<file path="src/rtl/mem_arbiter_if.sv">
// Request/response bundle between the two CPU requesters, the arbiter and the merged memory.
// slave is the arbiter's view; master is the CPU-plus-memory environment's view.
interface mem_arbiter_if #(
    parameter int ADDR_W = 32,
    parameter int DATA_W = 32
);
    logic [ADDR_W-1:0] imem_addr;
    logic              imem_valid;
    logic              imem_good;
    logic [DATA_W-1:0] imem_instr;
    logic              imem_err;

    logic [ADDR_W-1:0] dmem_addr;
    logic              dmem_valid;
    logic [DATA_W-1:0] dmem_writeData;
    logic              dmem_memRead;
    logic              dmem_memWrite;
    logic [1:0]        dmem_maskMode;
    logic              dmem_sext;
    logic              dmem_good;
    logic [DATA_W-1:0] dmem_readData;
    logic              dmem_err;

    logic [ADDR_W-1:0] mem_addr;
    logic              mem_valid;
    logic [DATA_W-1:0] mem_wdata;
    logic              mem_read;
    logic              mem_write;
    logic [1:0]        mem_maskMode;
    logic              mem_sext;
    logic              mem_good;
    logic [DATA_W-1:0] mem_rdata;

    modport slave (
        input  imem_addr, imem_valid,
        output imem_good, imem_instr, imem_err,
        input  dmem_addr, dmem_valid, dmem_writeData, dmem_memRead, dmem_memWrite,
        input  dmem_maskMode, dmem_sext,
        output dmem_good, dmem_readData, dmem_err,
        output mem_addr, mem_valid, mem_wdata, mem_read, mem_write, mem_maskMode, mem_sext,
        input  mem_good, mem_rdata
    );

    modport master (
        output imem_addr, imem_valid,
        input  imem_good, imem_instr, imem_err,
        output dmem_addr, dmem_valid, dmem_writeData, dmem_memRead, dmem_memWrite,
        output dmem_maskMode, dmem_sext,
        input  dmem_good, dmem_readData, dmem_err,
        input  mem_addr, mem_valid, mem_wdata, mem_read, mem_write, mem_maskMode, mem_sext,
        output mem_good, mem_rdata
    );
endinterface

</file>
<file path="src/rtl/mem_arbiter.sv">
// Round-robin arbiter sharing one memory port between instruction fetch and data access.
// Latency: request sampled at t, mem_valid at t+1, good pulse no earlier than t+2; one transaction in flight.
// Backpressure: requesters hold valid until their good pulse; a silent memory is cut off by the watchdog.
module mem_arbiter #(
    parameter int ADDR_W  = 32,
    parameter int DATA_W  = 32,
    parameter int TIMEOUT = 64,
    parameter int CNT_W   = 7
) (
    input  logic         clk,
    input  logic         reset,
    mem_arbiter_if.slave bus
);
    typedef enum logic [1:0] {
        IDLE   = 2'd0,
        BUSY_I = 2'd1,
        BUSY_D = 2'd2,
        RESP   = 2'd3
    } state_t;

    typedef struct packed {
        logic [ADDR_W-1:0] addr;
        logic [DATA_W-1:0] wdata;
        logic              read;
        logic              write;
        logic [1:0]        mask;
        logic              sext;
    } mem_req_t;

    localparam logic GRANT_I = 1'b0;
    localparam logic GRANT_D = 1'b1;

    state_t            state_q, state_d;
    logic              last_grant_q, last_grant_d;
    logic [CNT_W-1:0]  cnt_q, cnt_d;

    mem_req_t          mem_req_q, mem_req_d;
    logic              mem_valid_q, mem_valid_d;
    logic              imem_good_q, imem_good_d;
    logic [DATA_W-1:0] imem_instr_q, imem_instr_d;
    logic              imem_err_q, imem_err_d;
    logic              dmem_good_q, dmem_good_d;
    logic [DATA_W-1:0] dmem_rdata_q, dmem_rdata_d;
    logic              dmem_err_q, dmem_err_d;

    logic              grant_vld;
    logic              grant_dmem;
    logic              busy_done;
    logic              timed_out;

    always_ff @(posedge clk) begin
        if (reset) begin
            state_q      <= IDLE;
            last_grant_q <= GRANT_D;
            cnt_q        <= '0;
            mem_req_q    <= '0;
            mem_valid_q  <= 1'b0;
            imem_good_q  <= 1'b0;
            imem_instr_q <= '0;
            imem_err_q   <= 1'b0;
            dmem_good_q  <= 1'b0;
            dmem_rdata_q <= '0;
            dmem_err_q   <= 1'b0;
        end else begin
            state_q      <= state_d;
            last_grant_q <= last_grant_d;
            cnt_q        <= cnt_d;
            mem_req_q    <= mem_req_d;
            mem_valid_q  <= mem_valid_d;
            imem_good_q  <= imem_good_d;
            imem_instr_q <= imem_instr_d;
            imem_err_q   <= imem_err_d;
            dmem_good_q  <= dmem_good_d;
            dmem_rdata_q <= dmem_rdata_d;
            dmem_err_q   <= dmem_err_d;
        end
    end

    // On a tie, the requester that was not granted last wins.
    always_comb begin
        grant_vld    = bus.imem_valid || bus.dmem_valid;
        grant_dmem   = bus.dmem_valid && (!bus.imem_valid || (last_grant_q == GRANT_I));
        timed_out    = !bus.mem_good && (cnt_q == CNT_W'(TIMEOUT));
        busy_done    = bus.mem_good || timed_out;
        state_d      = state_q;
        last_grant_d = last_grant_q;
        cnt_d        = cnt_q;
        case (state_q)
            IDLE: begin
                if (grant_vld) begin
                    state_d      = grant_dmem ? BUSY_D : BUSY_I;
                    last_grant_d = grant_dmem;
                    cnt_d        = CNT_W'(1);
                end
            end
            BUSY_I, BUSY_D: begin
                if (busy_done) begin
                    state_d = RESP;
                    cnt_d   = '0;
                end else begin
                    cnt_d = cnt_q + 1'b1;
                end
            end
            RESP:    state_d = IDLE;
            default: state_d = IDLE;
        endcase
    end

    always_comb begin
        mem_req_d    = mem_req_q;
        mem_valid_d  = mem_valid_q;
        imem_good_d  = 1'b0;
        imem_instr_d = imem_instr_q;
        imem_err_d   = imem_err_q;
        dmem_good_d  = 1'b0;
        dmem_rdata_d = dmem_rdata_q;
        dmem_err_d   = dmem_err_q;
        case (state_q)
            IDLE: begin
                if (grant_vld) begin
                    mem_valid_d = 1'b1;
                    if (grant_dmem) begin
                        mem_req_d.addr  = bus.dmem_addr;
                        mem_req_d.wdata = bus.dmem_writeData;
                        mem_req_d.read  = bus.dmem_memRead;
                        mem_req_d.write = bus.dmem_memWrite;
                        mem_req_d.mask  = bus.dmem_maskMode;
                        mem_req_d.sext  = bus.dmem_sext;
                    end else begin
                        // Fetches are always plain word reads.
                        mem_req_d.addr  = bus.imem_addr;
                        mem_req_d.wdata = '0;
                        mem_req_d.read  = 1'b1;
                        mem_req_d.write = 1'b0;
                        mem_req_d.mask  = 2'b10;
                        mem_req_d.sext  = 1'b0;
                    end
                end
            end
            BUSY_I: begin
                if (busy_done) begin
                    mem_valid_d  = 1'b0;
                    mem_req_d    = '0;
                    imem_good_d  = 1'b1;
                    imem_err_d   = timed_out;
                    imem_instr_d = timed_out ? '0 : bus.mem_rdata;
                end
            end
            BUSY_D: begin
                if (busy_done) begin
                    mem_valid_d  = 1'b0;
                    mem_req_d    = '0;
                    dmem_good_d  = 1'b1;
                    dmem_err_d   = timed_out;
                    dmem_rdata_d = (timed_out || !mem_req_q.read) ? '0 : bus.mem_rdata;
                end
            end
            default: ;
        endcase
    end

    assign bus.mem_addr      = mem_req_q.addr;
    assign bus.mem_wdata     = mem_req_q.wdata;
    assign bus.mem_read      = mem_req_q.read;
    assign bus.mem_write     = mem_req_q.write;
    assign bus.mem_maskMode  = mem_req_q.mask;
    assign bus.mem_sext      = mem_req_q.sext;
    assign bus.mem_valid     = mem_valid_q;
    assign bus.imem_good     = imem_good_q;
    assign bus.imem_instr    = imem_instr_q;
    assign bus.imem_err      = imem_err_q;
    assign bus.dmem_good     = dmem_good_q;
    assign bus.dmem_readData = dmem_rdata_q;
    assign bus.dmem_err      = dmem_err_q;
endmodule

</file>
<file path="src/flat_wrapper.sv">
// flat-port wrapper written by rule: the top's interface ports become plain ports
module mem_arbiter_flat 
#(
    parameter int ADDR_W  = 32,
    parameter int DATA_W  = 32,
    parameter int TIMEOUT = 64,
    parameter int CNT_W   = 7
)
  (clk, reset, bus_imem_addr, bus_imem_valid, bus_imem_good, bus_imem_instr, bus_imem_err, bus_dmem_addr, bus_dmem_valid, bus_dmem_writeData, bus_dmem_memRead, bus_dmem_memWrite, bus_dmem_maskMode, bus_dmem_sext, bus_dmem_good, bus_dmem_readData, bus_dmem_err, bus_mem_addr, bus_mem_valid, bus_mem_wdata, bus_mem_read, bus_mem_write, bus_mem_maskMode, bus_mem_sext, bus_mem_good, bus_mem_rdata);
  mem_arbiter_if #(.ADDR_W(ADDR_W), .DATA_W(DATA_W)) bus_i ();
  input  logic clk;
  input  logic reset;
  input wire logic [$bits(bus_i.imem_addr)-1:0] bus_imem_addr;
  input wire logic [$bits(bus_i.imem_valid)-1:0] bus_imem_valid;
  output wire logic [$bits(bus_i.imem_good)-1:0] bus_imem_good;
  output wire logic [$bits(bus_i.imem_instr)-1:0] bus_imem_instr;
  output wire logic [$bits(bus_i.imem_err)-1:0] bus_imem_err;
  input wire logic [$bits(bus_i.dmem_addr)-1:0] bus_dmem_addr;
  input wire logic [$bits(bus_i.dmem_valid)-1:0] bus_dmem_valid;
  input wire logic [$bits(bus_i.dmem_writeData)-1:0] bus_dmem_writeData;
  input wire logic [$bits(bus_i.dmem_memRead)-1:0] bus_dmem_memRead;
  input wire logic [$bits(bus_i.dmem_memWrite)-1:0] bus_dmem_memWrite;
  input wire logic [$bits(bus_i.dmem_maskMode)-1:0] bus_dmem_maskMode;
  input wire logic [$bits(bus_i.dmem_sext)-1:0] bus_dmem_sext;
  output wire logic [$bits(bus_i.dmem_good)-1:0] bus_dmem_good;
  output wire logic [$bits(bus_i.dmem_readData)-1:0] bus_dmem_readData;
  output wire logic [$bits(bus_i.dmem_err)-1:0] bus_dmem_err;
  output wire logic [$bits(bus_i.mem_addr)-1:0] bus_mem_addr;
  output wire logic [$bits(bus_i.mem_valid)-1:0] bus_mem_valid;
  output wire logic [$bits(bus_i.mem_wdata)-1:0] bus_mem_wdata;
  output wire logic [$bits(bus_i.mem_read)-1:0] bus_mem_read;
  output wire logic [$bits(bus_i.mem_write)-1:0] bus_mem_write;
  output wire logic [$bits(bus_i.mem_maskMode)-1:0] bus_mem_maskMode;
  output wire logic [$bits(bus_i.mem_sext)-1:0] bus_mem_sext;
  input wire logic [$bits(bus_i.mem_good)-1:0] bus_mem_good;
  input wire logic [$bits(bus_i.mem_rdata)-1:0] bus_mem_rdata;
  assign bus_i.imem_addr = bus_imem_addr;
  assign bus_i.imem_valid = bus_imem_valid;
  assign bus_imem_good = bus_i.imem_good;
  assign bus_imem_instr = bus_i.imem_instr;
  assign bus_imem_err = bus_i.imem_err;
  assign bus_i.dmem_addr = bus_dmem_addr;
  assign bus_i.dmem_valid = bus_dmem_valid;
  assign bus_i.dmem_writeData = bus_dmem_writeData;
  assign bus_i.dmem_memRead = bus_dmem_memRead;
  assign bus_i.dmem_memWrite = bus_dmem_memWrite;
  assign bus_i.dmem_maskMode = bus_dmem_maskMode;
  assign bus_i.dmem_sext = bus_dmem_sext;
  assign bus_dmem_good = bus_i.dmem_good;
  assign bus_dmem_readData = bus_i.dmem_readData;
  assign bus_dmem_err = bus_i.dmem_err;
  assign bus_mem_addr = bus_i.mem_addr;
  assign bus_mem_valid = bus_i.mem_valid;
  assign bus_mem_wdata = bus_i.mem_wdata;
  assign bus_mem_read = bus_i.mem_read;
  assign bus_mem_write = bus_i.mem_write;
  assign bus_mem_maskMode = bus_i.mem_maskMode;
  assign bus_mem_sext = bus_i.mem_sext;
  assign bus_i.mem_good = bus_mem_good;
  assign bus_i.mem_rdata = bus_mem_rdata;
  mem_arbiter #(.ADDR_W(ADDR_W), .DATA_W(DATA_W), .TIMEOUT(TIMEOUT), .CNT_W(CNT_W)) u_core (.clk(clk), .reset(reset), .bus(bus_i));
endmodule
</file>
<file path="config.mk">
export PLATFORM = sky130hd
export DESIGN_NAME = mem_arbiter_flat
export DESIGN_NICKNAME = d
export VERILOG_FILES = /design/src/rtl/mem_arbiter_if.sv /design/src/rtl/mem_arbiter.sv /design/src/flat_wrapper.sv
export SDC_FILE = /design/constraint.sdc
export NUM_CORES = 1
export LEC_CHECK = 0
export CAP_MARGIN = 10
export CORE_ASPECT_RATIO = 2
export CORE_MARGIN = 2
export CORE_UTILIZATION = 40
export CTS_BUF_LIST = sky130_fd_sc_hd__clkbuf_8 sky130_fd_sc_hd__clkbuf_16
export CTS_CLUSTER_SIZE = 12
export DETAILED_ROUTE_END_ITERATION = 8
export PLACE_DENSITY = 0.8
export SETUP_SLACK_MARGIN = 0.5
export SKIP_LAST_GASP = 1
export SLEW_MARGIN = 10
export SYNTH_ARGS = -nofsm -noshare
export SYNTH_HDL_FRONTEND = slang
export SYNTH_SLANG_ARGS = --single-unit
export TNS_END_PERCENT = 5
</file>
<file path="constraint.sdc">
create_clock -name clk -period 2.4 [get_ports clk]
set_input_delay 0.6 -clock clk [delete_from_list [all_inputs] [get_ports clk]]
set_output_delay 0.6 -clock clk [all_outputs]
set_load 0.01 [all_outputs]
</file>
# Word level (Yosys, flattened, before mapping)
# Cells that the tools add are included.
[word_totals]
regBits = 148
ramBits = 0
memories = 0
out_inout_bits = 138
latchBits = 0
in_bits = 138
rom_bits = 0
[classes]
muxes = 17
reduce_logical = 20
multipliers = 0
eq_ne = 6
addsub = 1
shifts = 0
div_mod_pow = 0
n_lt_le_gt_ge = 0
bitwise = 3
[ops]
columns = ["operator", "count"]
rows = [
  ["2-to-1 mux 69 bit", 3],
  ["one-hot mux 69 bit (2 select lines)", 1],
  ["2-to-1 mux 32 bit", 2],
  ["2-to-1 mux 7 bit", 2],
  ["one-hot mux 7 bit (2 select lines)", 1],
  ["AND reduction 2 bit", 5],
  ["adder 7 x 1 -> 7 bit (second input constant)", 1],
  ["== test 7 bit (second input constant)", 1],
  ["2-to-1 mux 2 bit", 3],
  ["one-hot mux 2 bit (3 select lines)", 1],
  ["OR reduction 2 bit", 3],
  ["== test 2 bit (second input constant)", 2],
  ["logical OR 1 bit", 4],
  ["!= test 2 x 1 -> 1 bit (second input constant)", 2],
  ["zero test 1 bit", 3],
  ["2-to-1 mux 1 bit", 3],
  ["inverter 1 bit", 3],
  ["AND reduction 3 bit", 1],
  ["== test 2 x 1 -> 1 bit (second input constant)", 1],
  ["logical AND 1 bit", 2],
  ["zero test 2 bit", 1],
  ["one-hot mux 1 bit (2 select lines)", 1],
  ["nonzero test 2 bit", 1],
]

# Longest topological paths before layout
# Gate-level depths: netlist (run 1).
[logic_depth]
ltp_word = 6
ltp_mapped = 9
depth_no_buf = 6

# Worst setup path after synthesis (run 1)
# No wires, ideal clock.
[synth_timing]
path_type = "register -> register"
startpoint = "register u_core.state_q[0]"
endpoint = "register u_core.mem_valid_q (netlist: u_core.bus.mem_valid)"
path_stages_with_launch = 8
required_time_ps = 2246
setup_slack_ps = 540
arrival_ps = 1707
path_buffers = 2
synth_period_minus_slack_ps = 1860
path_cell_list = "dfxtp_1 > inv_1 > ha_1 > buf_2 > nor3b_1 > o21ai_1 > clkbuf_1 > o21ai_0"
[synth_between]
elab_chain_len = 4
elab_cells_between_ends = 9
classes_between = "eq/ne: 4; mux: 1; reduce/logical: 4"
[synth_lines]
columns = ["item", "line_no", "source"]
rows = [
  ["start, declared", "mem_arbiter.sv:33", "state_t state_q, state_d;"],
  ["start signal, assigned", "mem_arbiter.sv:65", "state_q <= state_d;"],
  ["== test 2 x 1 -> 1 bit / == test 2 bit (equally long branches)", "mem_arbiter.sv:118", "case (state_q)"],
  ["OR reduction 2 bit (no line)", "n/a", ""],
  ["!= test 2 x 1 -> 1 bit (no line) / nonzero test 2 bit (equally long branches)", "n/a", ""],
  ["AND reduction 3 bit (no line)", "n/a", ""],
  ["end signal, assigned", "mem_arbiter.sv:69", "mem_valid_q <= mem_valid_d;"],
  ["end, declared", "mem_arbiter.sv:38", "logic mem_valid_q, mem_valid_d;"],
]
# Parallel ways exist; a longest one is shown, timed or not.
# A chain may end at the register's enable or synchronous reset.

# Final worst setup path (run 1)
[layout_timing]
startpoint = "register u_core.mem_req_q, in the netlist u_core.bus.mem_read"
endpoint = "output bus_mem_read"
[layout_rtl]
columns = ["item", "line_no", "source"]
rows = [
  ["start, declared", "mem_arbiter.sv:37", "mem_req_t mem_req_q, mem_req_d;"],
  ["start signal, assigned", "mem_arbiter.sv:68", "mem_req_q <= mem_req_d;"],
  ["end, declared", "flat_wrapper.sv:31", "output wire logic [$bits(bus_i.mem_read)-1:0] bus_mem_read;"],
]
# No word-level cell between the ends.

==> summary.md, run 1 <==
| Metric | Value |
|---|---|
| Drt pass-1 iters | 5 |
| Startpoint type of the worst setup path | flip-flop |
| Area growth from synthesis to final layout | 68.62% |
| H-Tree Level Count | 4 |
| First-pass GRT wire length | approximately 27 mm |
| Cell count after placement | 908 |
| Result of the run | complete, no violations |
| Remaining DRCs | 0 |
| Count of endpoints failing setup in the final report | 0 |
| Total congestion overflow | 0 |
| Final Instance Count excl. Fillers | 947 |
| Critical R2R Launch | u_core.cnt_q[2] |
| Setup crit end kind | output port |
| Tightest slew margin relative to the limit | 55.86% |
| Clock tree from TritonCTS | yes |
| Vias | 5123 |
| Top cells by count, synth | dfxtp_1 (148), a22o_1 (67), a21oi_1 (42), nand2_1 (39), o21ai_0 (37) |
| Leakage power figure | about 3.4 nW |
| Actual slew at the worst max-slew pin | 0.6596 ns |
| Starting DRT DRC Count | ~290 |
| Pint | 0.006199 W |
| Worst-case setup slack after placement | -0.06964 ns |
| Buffer cell driving the clock tree root | clkbuf_16 |
| Net count after synthesis | 649 |
| Clock-pin transition on the worst setup and hold timing paths | about 0.06 ns |
| Period Utilization, post-route | between 80% and 90% |
| Total clock buffers created by CTS | 17 |
| Critical Path RT | roughly 1.8 ns |
| Synthesized cell area | 5459 sq um |
| Number of cells traversed by the worst hold path | 1 |
| Proportion of power drawn by flip-flops and latches | 35.3% |
| Number of nets in the final layout | 925 |
| Worst hold path endpoint | u_core.bus.mem_addr[16] |
| Register-to-Register Path Depth | 6 |
| Total Die Area | roughly 15000 sq um |
| Share of synthesized area occupied by flip-flops and latches | 54.27% |
| Pin count of the biggest net entering global routing | 36 |
| Combinational power share | 32.9% |
| Filler cell count | 1002 |
| Count of antenna-violating nets left after detailed routing | 0 |
| All-Layer GR Usage | 24.01% |
| Top-level port count | approximately 280 |
| Placement Rows | 60 |
| Maximum capacitance violations | 0 |
| Power density normalized to cell area | 964.8 nW/um^2 |
| Cells after Synth | 505 |
| Vias in the first global route | 5341 |
| Initial antenna violation count | 0 |
| Main area contributors after synthesis | dfxtp_1 (54%), a22o_1 (11%), mux2i_1 (5.9%) |
| Buffers and inverters on the worst path | 1 |
| Post-synth top area share | 54.27% |
| Switching power | 0.002683 W |
| Chip height | 169.2 microns |
| Number of different library cells in the post-synthesis netlist | 41 |
| Ys flop type | dfxtp_1 |
| Reg area | between 2000 and 3000 sq um |
| Final setup TNS | 0 ns |
| Layout cell share with drive strength beyond 1 | between 10% and 20% |
| Top cell type by total area after synthesis | dfxtp_1 |
| Last weighted congestion value of the routability-driven placer | 0.9129 |
| Post-detailed-routing wire length | roughly 18 mm |
| Portion of total power attributed to the clock network | 31.8% |
| Unrepaired setup endpoints after global routing | true |
| Register-to-register setup slack | ~0.52 ns |
| Arrival time at the worst endpoint | between 1 and 1.5 ns |
| Minimum clock period after layout | 1.961 ns |
| Most used standard cell by instance count after synthesis | dfxtp_1 |
| Worst clock skew | 0.01324 ns |
| Later-pin clock latency in the skew report | 0.42 ns |
| Origin of the worst min-delay path | u_core.bus.mem_addr[16] |
| Per-instance average area after synthesis | 10.81 sq um |
| Switching fraction of total power | between 30 and 40% |
| Number of hold-slack violations in the final timing report | 0 |
| TritonCTS sink count | 148 |
| Max clock buf depth | 2 |
| Register bit total from synthesis | 148 |
| Ratio of routed vias to standard cells | 5.410 |
| Final HPWL from detailed placement | 12.90 mm |
| Number of buffer cells added on primary ports | 275 |
| Worst path cell trace | clkdlybuf4s50_1 |
| Worst-path maximum fanout | 3 |
| Max-slew violation count | 0 |
| Horizontal die dimension | 86.61 microns |
| Critical Setup Path Class | reg2out |
| Number of enable-type register cells in the synthesized netlist | 0 |
| Async set-reset flop share out of synthesis | 0% |
| Worst flop-to-flop path endpoint | u_core.bus.mem_wdata[30] |
| Multi-input gate area in the final layout | 2349 sq um |
| Stage delay of the slowest cell on the critical path | 0.58 ns |
| Wire length per cell | 19.03 microns |
| Yosys warnings | 0 |
| Worst ir drop on vdd | 591.5 uV |
| Initial Util | 40.85% |
| Count of antenna diodes in the layout | 0 |
| Classification of the worst-slack hold path | reg2reg |
| Setup WS post-layout | 0.4394 ns |
| Family with the most delay on the worst path | buffers and inverters |
| Core Region | approximately 13000 sq um |
| Slowest cell on the critical path | clkdlybuf4s50_1 |
| Peak Freq | 510.0 MHz |
## sequential cells by signal, summed over array words and instances, names as in the netlist
signal,flops
u_core.bus.imem_err,1
u_core.last_grant_q,1
u_core.bus.dmem_readData,32
u_core.bus.dmem_good,1
u_core.bus.mem_sext,1
u_core.bus.mem_maskMode,2
u_core.bus.imem_good,1
u_core.bus.mem_valid,1
u_core.bus.imem_instr,32
u_core.bus.mem_read,1
u_core.bus.mem_write,1
u_core.cnt_q,7
u_core.bus.dmem_err,1
u_core.bus.mem_addr,32
u_core.state_q,2
u_core.bus.mem_wdata,32
## power groups by stage
stage,Clock (W),Sequential [W],Combinational [W]
2_1_floorplan,0,0.00333,0.00110
3_3_place_gp,0,0.00316,0.00248
3_5_place_dp,0,0.00317,0.00256
4_1_cts,0.00290,0.00313,0.00285
5_1_grt,0.00298,0.00318,0.00312
6_report,0.00283,0.00313,0.00292
## layout by cell type, fill, tap and decap left out, drive strengths merged, types with 2 or more instances in the layout
master         netlist  final
clkdlybuf4s50        0    272
dfxtp              148    148
a22o                67     67
a21oi               42     42
nand2               39     39
o21ai               38     39
o2bb2ai             34     34
mux2i               32     32
buf                 19     20
clkbuf              22     18
nor2                14     14
inv                  6     12
ha                   6      6
xnor2                5      5
nand2b               4      4
nor3                 4      4
bufinv               0      4
clkinvlp             0      3
dlygate4sd2          0      3
nor3b                3      3
nor4b                3      3
and2                 2      2
nor2b                2      2
## area by class of cell
type	count	share of cell area, %
tap	155	2.107
sequential	148	32.21
clock inverter	13	2.148
multi-input combinational	311	25.51
timing repair buffer	297	33.15
inverter	6	0.2447
clock buffer	17	4.621
## worst register-to-register path, cell delays in order (launching register included)
cell and delay (ns):
dfxtp_1 0.38, or4b_4 0.59, nor2_4 0.15, o22ai_4 0.11, buf_12 0.15, buf_12 0.15
a22o_1 0.24
## through the flow
| step | hold WS [ns] | total power, W | utilization (%) | instance area, sq um |
|---|---|---|---|---|
| floorplan | 0.4673 | 0.004424 | - | 5459 |
| global placement | 0.4471 | 0.005638 | 62.80 | 8392 |
| detailed placement | 0.4463 | 0.005738 | 62.80 | 8392 |
| CTS | 0.4648 | 0.008879 | 68.58 | 9164 |
| global route | 0.4760 | 0.009279 | 68.89 | 9205 |
| finish | 0.4628 | 0.008881 | 68.89 | 9205 |
## repair_timing
item,4_1_cts,5_1_grt
buffers inserted,5,0
pin swaps,4,1
endpoints found under the setup margin,200,273
endpoints found under the hold margin,0,0
hold buffers,0,0
gates resized for setup,11,6
gates cloned,3,1
## per-layer routing
| layer | vias to the layer above | global-route usage (%) | share of wire [%] |
|---|---|---|---|
| li1 | 2414 | - | - |
| met1 | 2382 | 23.37 | 33 |
| met2 | 284 | 44.31 | 54 |
| met3 | 43 | 8.560 | 9.9 |
| met4 | 0 | 10.26 | 2.8 |
| met5 | - | 0 | 0 |
## worst max path at each step
stage	startpoint	endpoint	slack, ns	cells after the start
after floorplan	u_core.state_q[0]	u_core.bus.mem_valid	0.54	7
after global placement	bus_imem_valid	u_core.bus.mem_valid	-0.04	3
after detailed placement	bus_imem_valid	u_core.bus.mem_valid	-0.07	3
after CTS	u_core.bus.dmem_err	bus_dmem_err	0.42	1
after global routing	u_core.bus.mem_read	bus_mem_read	0.39	1
final	u_core.bus.mem_read	bus_mem_read	0.44	1
## cells by family after synthesis
| kind of cell | share of synthesized area, % |
|---|---|
| buffers and inverters | 4.286 |
| and+or+nand+nor | 7.334 |
| muxes | 5.868 |
| AOI/OAI and AO/OA | 26.06 |
| xor gates and xnor gates | 0.8022 |
| DFF | 54.27 |
| adders and majority gates | 1.375 |
Note: power is estimated with default switching activity, not from simulation.
==> run 2, diff against run 1 <==
CORE_UTILIZATION = 36   (was 40)
PLACE_DENSITY = 0.76   (was 0.8)
clock period = 1.8 ns   (was 2.4 ns; I/O delays follow)
==> summary.md, run 2 (synthesis gave the netlist of run 1 again) <==
| Metric | Value |
|---|---|
| Filler cell count | about 1200 |
| Worst-path maximum fanout | 26 |
| Total placed instance area | just under 9000 sq um |
| Final design area excluding fillers | approximately 9300 sq um |
| Top-level port count | 276 |
| Number of nets in the final layout | about 940 |
| Leakage power figure | 3.775 nW |
| Period Utilization, post-route | 99.99% |
| Startpoint type of the worst setup path | flip-flop |
| Total clock buffers created by CTS | 17 |
| Count of antenna-violating nets left after detailed routing | 0 |
| Classification of the worst-slack hold path | reg2reg |
| Multi-input gate area in the final layout | 2349 sq um |
| Drt pass-1 iters | 4 |
| Worst clock skew | 0.005411 ns |
| Critical Setup Path Class | reg2reg |
| Portion of total power attributed to the clock network | 29.8% |
| Pint | 0.007944 W |
| Power density normalized to cell area | 1237 nW/um^2 |
| Initial Util | 36.84% |
| Unrepaired setup endpoints after global routing | true |
| Reg area | 2972 sq um |
| Vias | 5199 |
| Clock-pin transition on the worst setup and hold timing paths | 0.06 ns |
| Number of buffer cells added on primary ports | 275 |
| Tightest slew margin relative to the limit | 74.09% |
| Count of endpoints failing setup in the final report | 0 |
| Total congestion overflow | 0 |
| Most used cells in the layout excluding fill and tap cells | clkdlybuf4s50_1 (211), dfxtp_1 (143), a22o_1 (67), dlygate4sd2_1 (59) |
| Core Region | 14820 sq um |
| Minimum clock period after layout | roughly 1.8 ns |
| Final setup TNS | 0 ns |
| Last weighted congestion value of the routability-driven placer | 0.7590 |
| Proportion of power drawn by flip-flops and latches | a little over a third |
| Switching power | 0.003612 W |
| Final HPWL from detailed placement | 13.89 mm |
| Commonest non-fill, non-tap cell in the layout | clkdlybuf4s50_1 |
| Setup crit end kind | flip-flop |
| Share of the core filled with cells in the final layout | between 60% and 70% |
| Maximum capacitance violations | 0 |
| Horizontal die dimension | 91.08 microns |
| Actual slew at the worst max-slew pin | 0.3832 ns |
| Starting DRT DRC Count | between 200 and 250 |
| Cell count after placement | 965 |
| Source of the critical timing path | u_core.state_q[1] |
| Ratio of routed vias to standard cells | around 5.2 |
| Combinational power share | 33.9% |
| Max clock buf depth | 2 |
| Chip height | 178.2 microns |
| Remaining DRCs | 0 |
| Pin count of the biggest net entering global routing | 36 |
| Max-slew violation count | 0 |
| Layout cell share with drive strength beyond 1 | 13.81% |
| Buffer cell driving the clock tree root | clkbuf_16 |
| Initial antenna violation count | 0 |
| Critical Path RT | 2.15 ns |
| Worst ir drop on vdd | 665.9 uV |
| Clock tree from TritonCTS | yes |
| Arrival time at the worst endpoint | ~2.2 ns |
| Later-pin clock latency in the skew report | 0.41 ns |
| H-Tree Level Count | 4 |
| First-pass GRT wire length | 28.93 mm |
| Post-detailed-routing wire length | between 15 and 20 mm |
| Worst flop-to-flop path endpoint | u_core.bus.mem_wdata[18] |
| Worst hold path endpoint | u_core.bus.mem_addr[2] |
| Count of antenna diodes in the layout | 0 |
| All-Layer GR Usage | 22.49% |
| Wire length per cell | between 15 and 20 microns |
| Vias in the first global route | roughly 5400 |
| Placement Rows | 63 |
| Result of the run | complete, no violations |
| Critical R2R Launch | u_core.state_q[1] |
| TritonCTS sink count | 148 |
| Register-to-Register Path Depth | 8 |
| Peak Freq | 555.6 MHz |
| Switching fraction of total power | between 30 and 40% |
| Number of hold-slack violations in the final timing report | 0 |
| Number of cells traversed by the worst hold path | 1 |
| Total Die Area | 16230 sq um |
| Final Instance Count excl. Fillers | slightly above 1000 |
| Register-to-register setup slack | 0.0002 ns |
| Origin of the worst min-delay path | u_core.bus.mem_addr[2] |
| Area growth from synthesis to final layout | 71.10% |
## run 2: metal layers
metal / wire (microns) / share of wire, % / vias up / GRT usage (%)
met5: 0 / 0 / - / 0
met2: 10450 / 54 / 245 / 42.16
met3: 1494 / 7.8 / 23 / 7.140
met4: 380 / 2.0 / 0 / 8.333
met1: 6932 / 36 / 2489 / 23.02
li1: - / - / 2442 / -
## run 2: worst max-delay path: stages (launching register included)
cell and delay [ns]:
dfxtp_2 0.36, inv_2 0.07, ha_4 0.33, nor2b_4 0.22
nand2b_4 0.08, o22ai_4 0.19, buf_4 0.15, buf_12 0.16
a22o_1 0.17
## run 2: cell type report
| class | instances | share of cell area, % |
|---|---|---|
| Timing Repair inverter | 1 | 0.08038 |
| Clock inverter | 12 | 1.420 |
| Tap cell | 195 | 2.612 |
| Sequential cell | 148 | 31.82 |
| Clock buffer | 18 | 4.702 |
| Inverter | 6 | 0.2813 |
| Timing Repair Buffer | 316 | 33.95 |
| Multi-Input combinational cell | 310 | 25.14 |
## run 2: how the worst max path moves through the flow
stage	slack, ns	cells after the start	end
2_1_floorplan	0.11	9	u_core.bus.mem_addr[22]
3_3_place_gp	-0.24	6	u_core.cnt_q[3]
3_5_place_dp	-0.33	6	u_core.bus.mem_addr[18]
4_1_cts	0.03	7	u_core.bus.mem_addr[18]
5_1_grt	-0.04	8	u_core.bus.mem_addr[18]
6_report	0.0002	8	u_core.bus.mem_wdata[18]
## run 2: stage by stage
| stage | setup slack [ns] | hold WS [ns] | power [W] |
|---|---|---|---|
| after CTS | 0.03142 | 0.4648 | 0.01135 |
| after floorplan | 0.1053 | 0.4676 | 0.006004 |
| after detailed placement | -0.3287 | 0.4465 | 0.007978 |
| after global placement | -0.2384 | 0.4458 | 0.007841 |
| final | 0.0001663 | 0.4639 | 0.01156 |
| after global routing | -0.04404 | 0.4793 | 0.01206 |
## run 2: what timing repair did
item	4_1_cts	5_1_grt
resized for setup	70	12
setup endpoints to repair	285	286
cloned	0	3
hold buffers	0	0
pin swaps	1	3
setup buffers	1	7
## run 2: power groups by stage
stage / registers (W) / logic, W / clock network (W)
finish: 0.00419 / 0.00391 / 0.00345
global route: 0.00426 / 0.00415 / 0.00365
CTS: 0.00419 / 0.00364 / 0.00353
detailed placement: 0.00425 / 0.00373 / 0
global placement: 0.00423 / 0.00361 / 0
floorplan: 0.00444 / 0.00156 / 0
==> run 3, diff against run 2 <==
SETUP_SLACK_MARGIN = 0.2   (was 0.5)
==> summary.md, run 3 (synthesis gave the netlist of run 1 again) <==
| Metric | Value |
|---|---|
| Area growth from synthesis to final layout | 76.05% |
| Register-to-Register Path Depth | 7 |
| Later-pin clock latency in the skew report | 0.41 ns |
| Final setup TNS | -0.2416 ns |
| Setup crit end kind | flip-flop |
| Most used cells in the layout excluding fill and tap cells | clkdlybuf4s50_1 (271), dfxtp_1 (143), a22o_1 (67), a21oi_1 (40), nand2_1 (39) |
| Drt pass-1 iters | 4 |
| Critical Setup Path Class | reg2reg |
| Minimum clock period after layout | about 1.8 ns |
| Final HPWL from detailed placement | 13.89 mm |
| Last weighted congestion value of the routability-driven placer | 0.7590 |
| Count of endpoints failing setup in the final report | 15 |
| Result of the run | finished with violations |
| Placement Rows | between 60 and 70 |
| Buffer cell driving the clock tree root | clkbuf_16 |
| Unrepaired setup endpoints after global routing | true |
| Vias in the first global route | around 5500 |
| Core Region | 14820 sq um |
| Post-layout power | 0.01223 W |
| Initial Util | roughly 37% |
| Commonest non-fill, non-tap cell in the layout | clkdlybuf4s50_1 |
| Filler cell count | about 1100 |
| Worst setup endpoint | u_core.bus.mem_wdata[31] |
| Count of antenna-violating nets left after detailed routing | 0 |
| Max-slew violation count | 0 |
| Number of buffer cells added on primary ports | 275 |
| Worst flop-to-flop path endpoint | u_core.bus.mem_wdata[31] |
| Starting DRT DRC Count | 319 |
| Horizontal die dimension | between 90 and 100 microns |
| Ratio of routed vias to standard cells | ~5.2 |
| Critical Path RT | around 2.1 ns |
| Actual slew at the worst max-slew pin | 0.3766 ns |
| Source of the critical timing path | u_core.cnt_q[2] |
| Cts-stage hold buffer count | 0 |
| Worst clock skew | ~0.0089 ns |
| Critical R2R Launch | u_core.cnt_q[2] |
| Worst ir drop on vdd | 675.4 uV |
| Power density normalized to cell area | 1273 nW/um^2 |
| Initial antenna violation count | 1 |
| Chip height | ~180 microns |
| Post-detailed-routing wire length | about 20 mm |
| Layout cell share with drive strength beyond 1 | around 15% |
| Clock tree from TritonCTS | yes |
| Number of hold-slack violations in the final timing report | 0 |
| Total Die Area | ~16000 sq um |
| Maximum capacitance violations | 0 |
| Tightest slew margin relative to the limit | around three quarters |
| Startpoint type of the worst setup path | flip-flop |
| All-Layer GR Usage | 23.86% |
| Setup WS post-layout | -0.03449 ns |
| Top-level port count | about 280 |
| Pin count of the biggest net entering global routing | 36 |
| Arrival time at the worst endpoint | 2.14 ns |
| Leakage power figure | 3.570 nW |
| Total clock buffers created by CTS | 17 |
| H-Tree Level Count | 4 |
| First-pass GRT wire length | 30.39 mm |
| Wire length per cell | 19.81 microns |
| Remaining DRCs | 0 |
| Clock-pin transition on the worst setup and hold timing paths | 0.06 ns |
| Worst-path maximum fanout | 7 |
| Violated checks | setup timing |
| TritonCTS sink count | 148 |
| Hold slack final | 0.4596 ns |
| Share of the core filled with cells in the final layout | around two thirds |
| Total congestion overflow | 0 |
| Period Utilization, post-route | 101.9% |
| Peak Freq | 545.1 MHz |
| Classification of the worst-slack hold path | reg2reg |
| Number of nets in the final layout | about 950 |
| Register-to-register setup slack | -0.03 ns |
| Max clock buf depth | 2 |
| Vias | 5300 |
==> run 3: changes by cell type in the layout (fill, tap and decap cells not counted), moves of 2 or more <==
cell	before	now
buf_12	11	13
buf_16	0	4
clkdlybuf4s50_1	211	271
dlygate4sd2_1	59	3
dlymetal6s2s_1	3	0
o21ai_1	0	2
o21ai_2	2	0
o2bb2ai_1	24	20
o2bb2ai_2	10	14
==> run 3: per-stage QoR <==
step / setup WS [ns] / std cells / cell area, sq um
5_1_grt: -0.07873 / 1014 / 9610
4_1_cts: -0.04373 / 1008 / 9512
6_report: -0.03449 / 1014 / 9610
3_5_place_dp: -0.3287 / 965 / 8657
2_1_floorplan: 0.1053 / 505 / 5504
3_3_place_gp: -0.2384 / 965 / 8657
==> run 3: how the worst min path moves through the flow <==
stage                       startpoint                 endpoint  slack (ns)  depth (start not counted)
2_1_floorplan        u_core.state_q[0]        u_core.state_q[0]        0.47                          2
3_3_place_gp    u_core.bus.mem_addr[9]   u_core.bus.mem_addr[9]        0.45                          1
3_5_place_dp    u_core.bus.mem_addr[2]   u_core.bus.mem_addr[2]        0.45                          1
4_1_cts         u_core.bus.mem_addr[2]   u_core.bus.mem_addr[2]        0.46                          1
5_1_grt        u_core.bus.mem_addr[14]  u_core.bus.mem_addr[14]        0.48                          1
6_report        u_core.bus.mem_addr[2]   u_core.bus.mem_addr[2]        0.46                          1
==> run 3: worst max-delay path, stage by stage (launching register included) <==
cell and delay, ns:
dfxtp_1 0.32, or4b_4 0.56, nor2_4 0.14, o22ai_4 0.09, buf_12 0.16, buf_12 0.13
buf_16 0.12, a22o_1 0.21
==> run 3: timing repair <==
| item | CTS | global route |
|---|---|---|
| pin swaps | 5 | 1 |
| resized for setup | 21 | 9 |
| buffers inserted | 9 | 3 |
| setup endpoints to repair | 280 | 281 |
| gates cloned | 4 | 2 |
==> run 3: final cells by class <==
type                            instances  area (sq um)  share of cell area, %
Inverter                                6         26.28                 0.2734
Sequential cell                       148          2972                  30.92
Clock inverter                         12         132.6                  1.380
Antenna cell                            1         2.502                0.02604
Timing Repair inverter                  1         7.507                0.07811
Multi-Input combinational cell        310          2382                  24.79
Clock buffer                           18         439.2                  4.570
Timing Repair Buffer                  323          3405                  35.43
Tap cell                              195         244.0                  2.539
==> run 3: where the power goes <==
group          switching (W)  internal, W  total [W]
Clock                0.00139      0.00207    0.00345
Combinational        0.00202      0.00255    0.00457
Sequential          0.000364      0.00384    0.00421
Total                0.00377      0.00846     0.0122
==> run 3: layer usage <==
metal / part of all wire (%) / wire (microns) / GRT usage, % / vias to the layer above
met5: 0 / 0 / 0 / -
met4: 3.0 / 599 / 9.533 / 0
met3: 7.5 / 1503 / 7.605 / 36
met2: 54 / 10830 / 45.52 / 275
met1: 36 / 7150 / 23.45 / 2528
li1: - / - / - / 2461
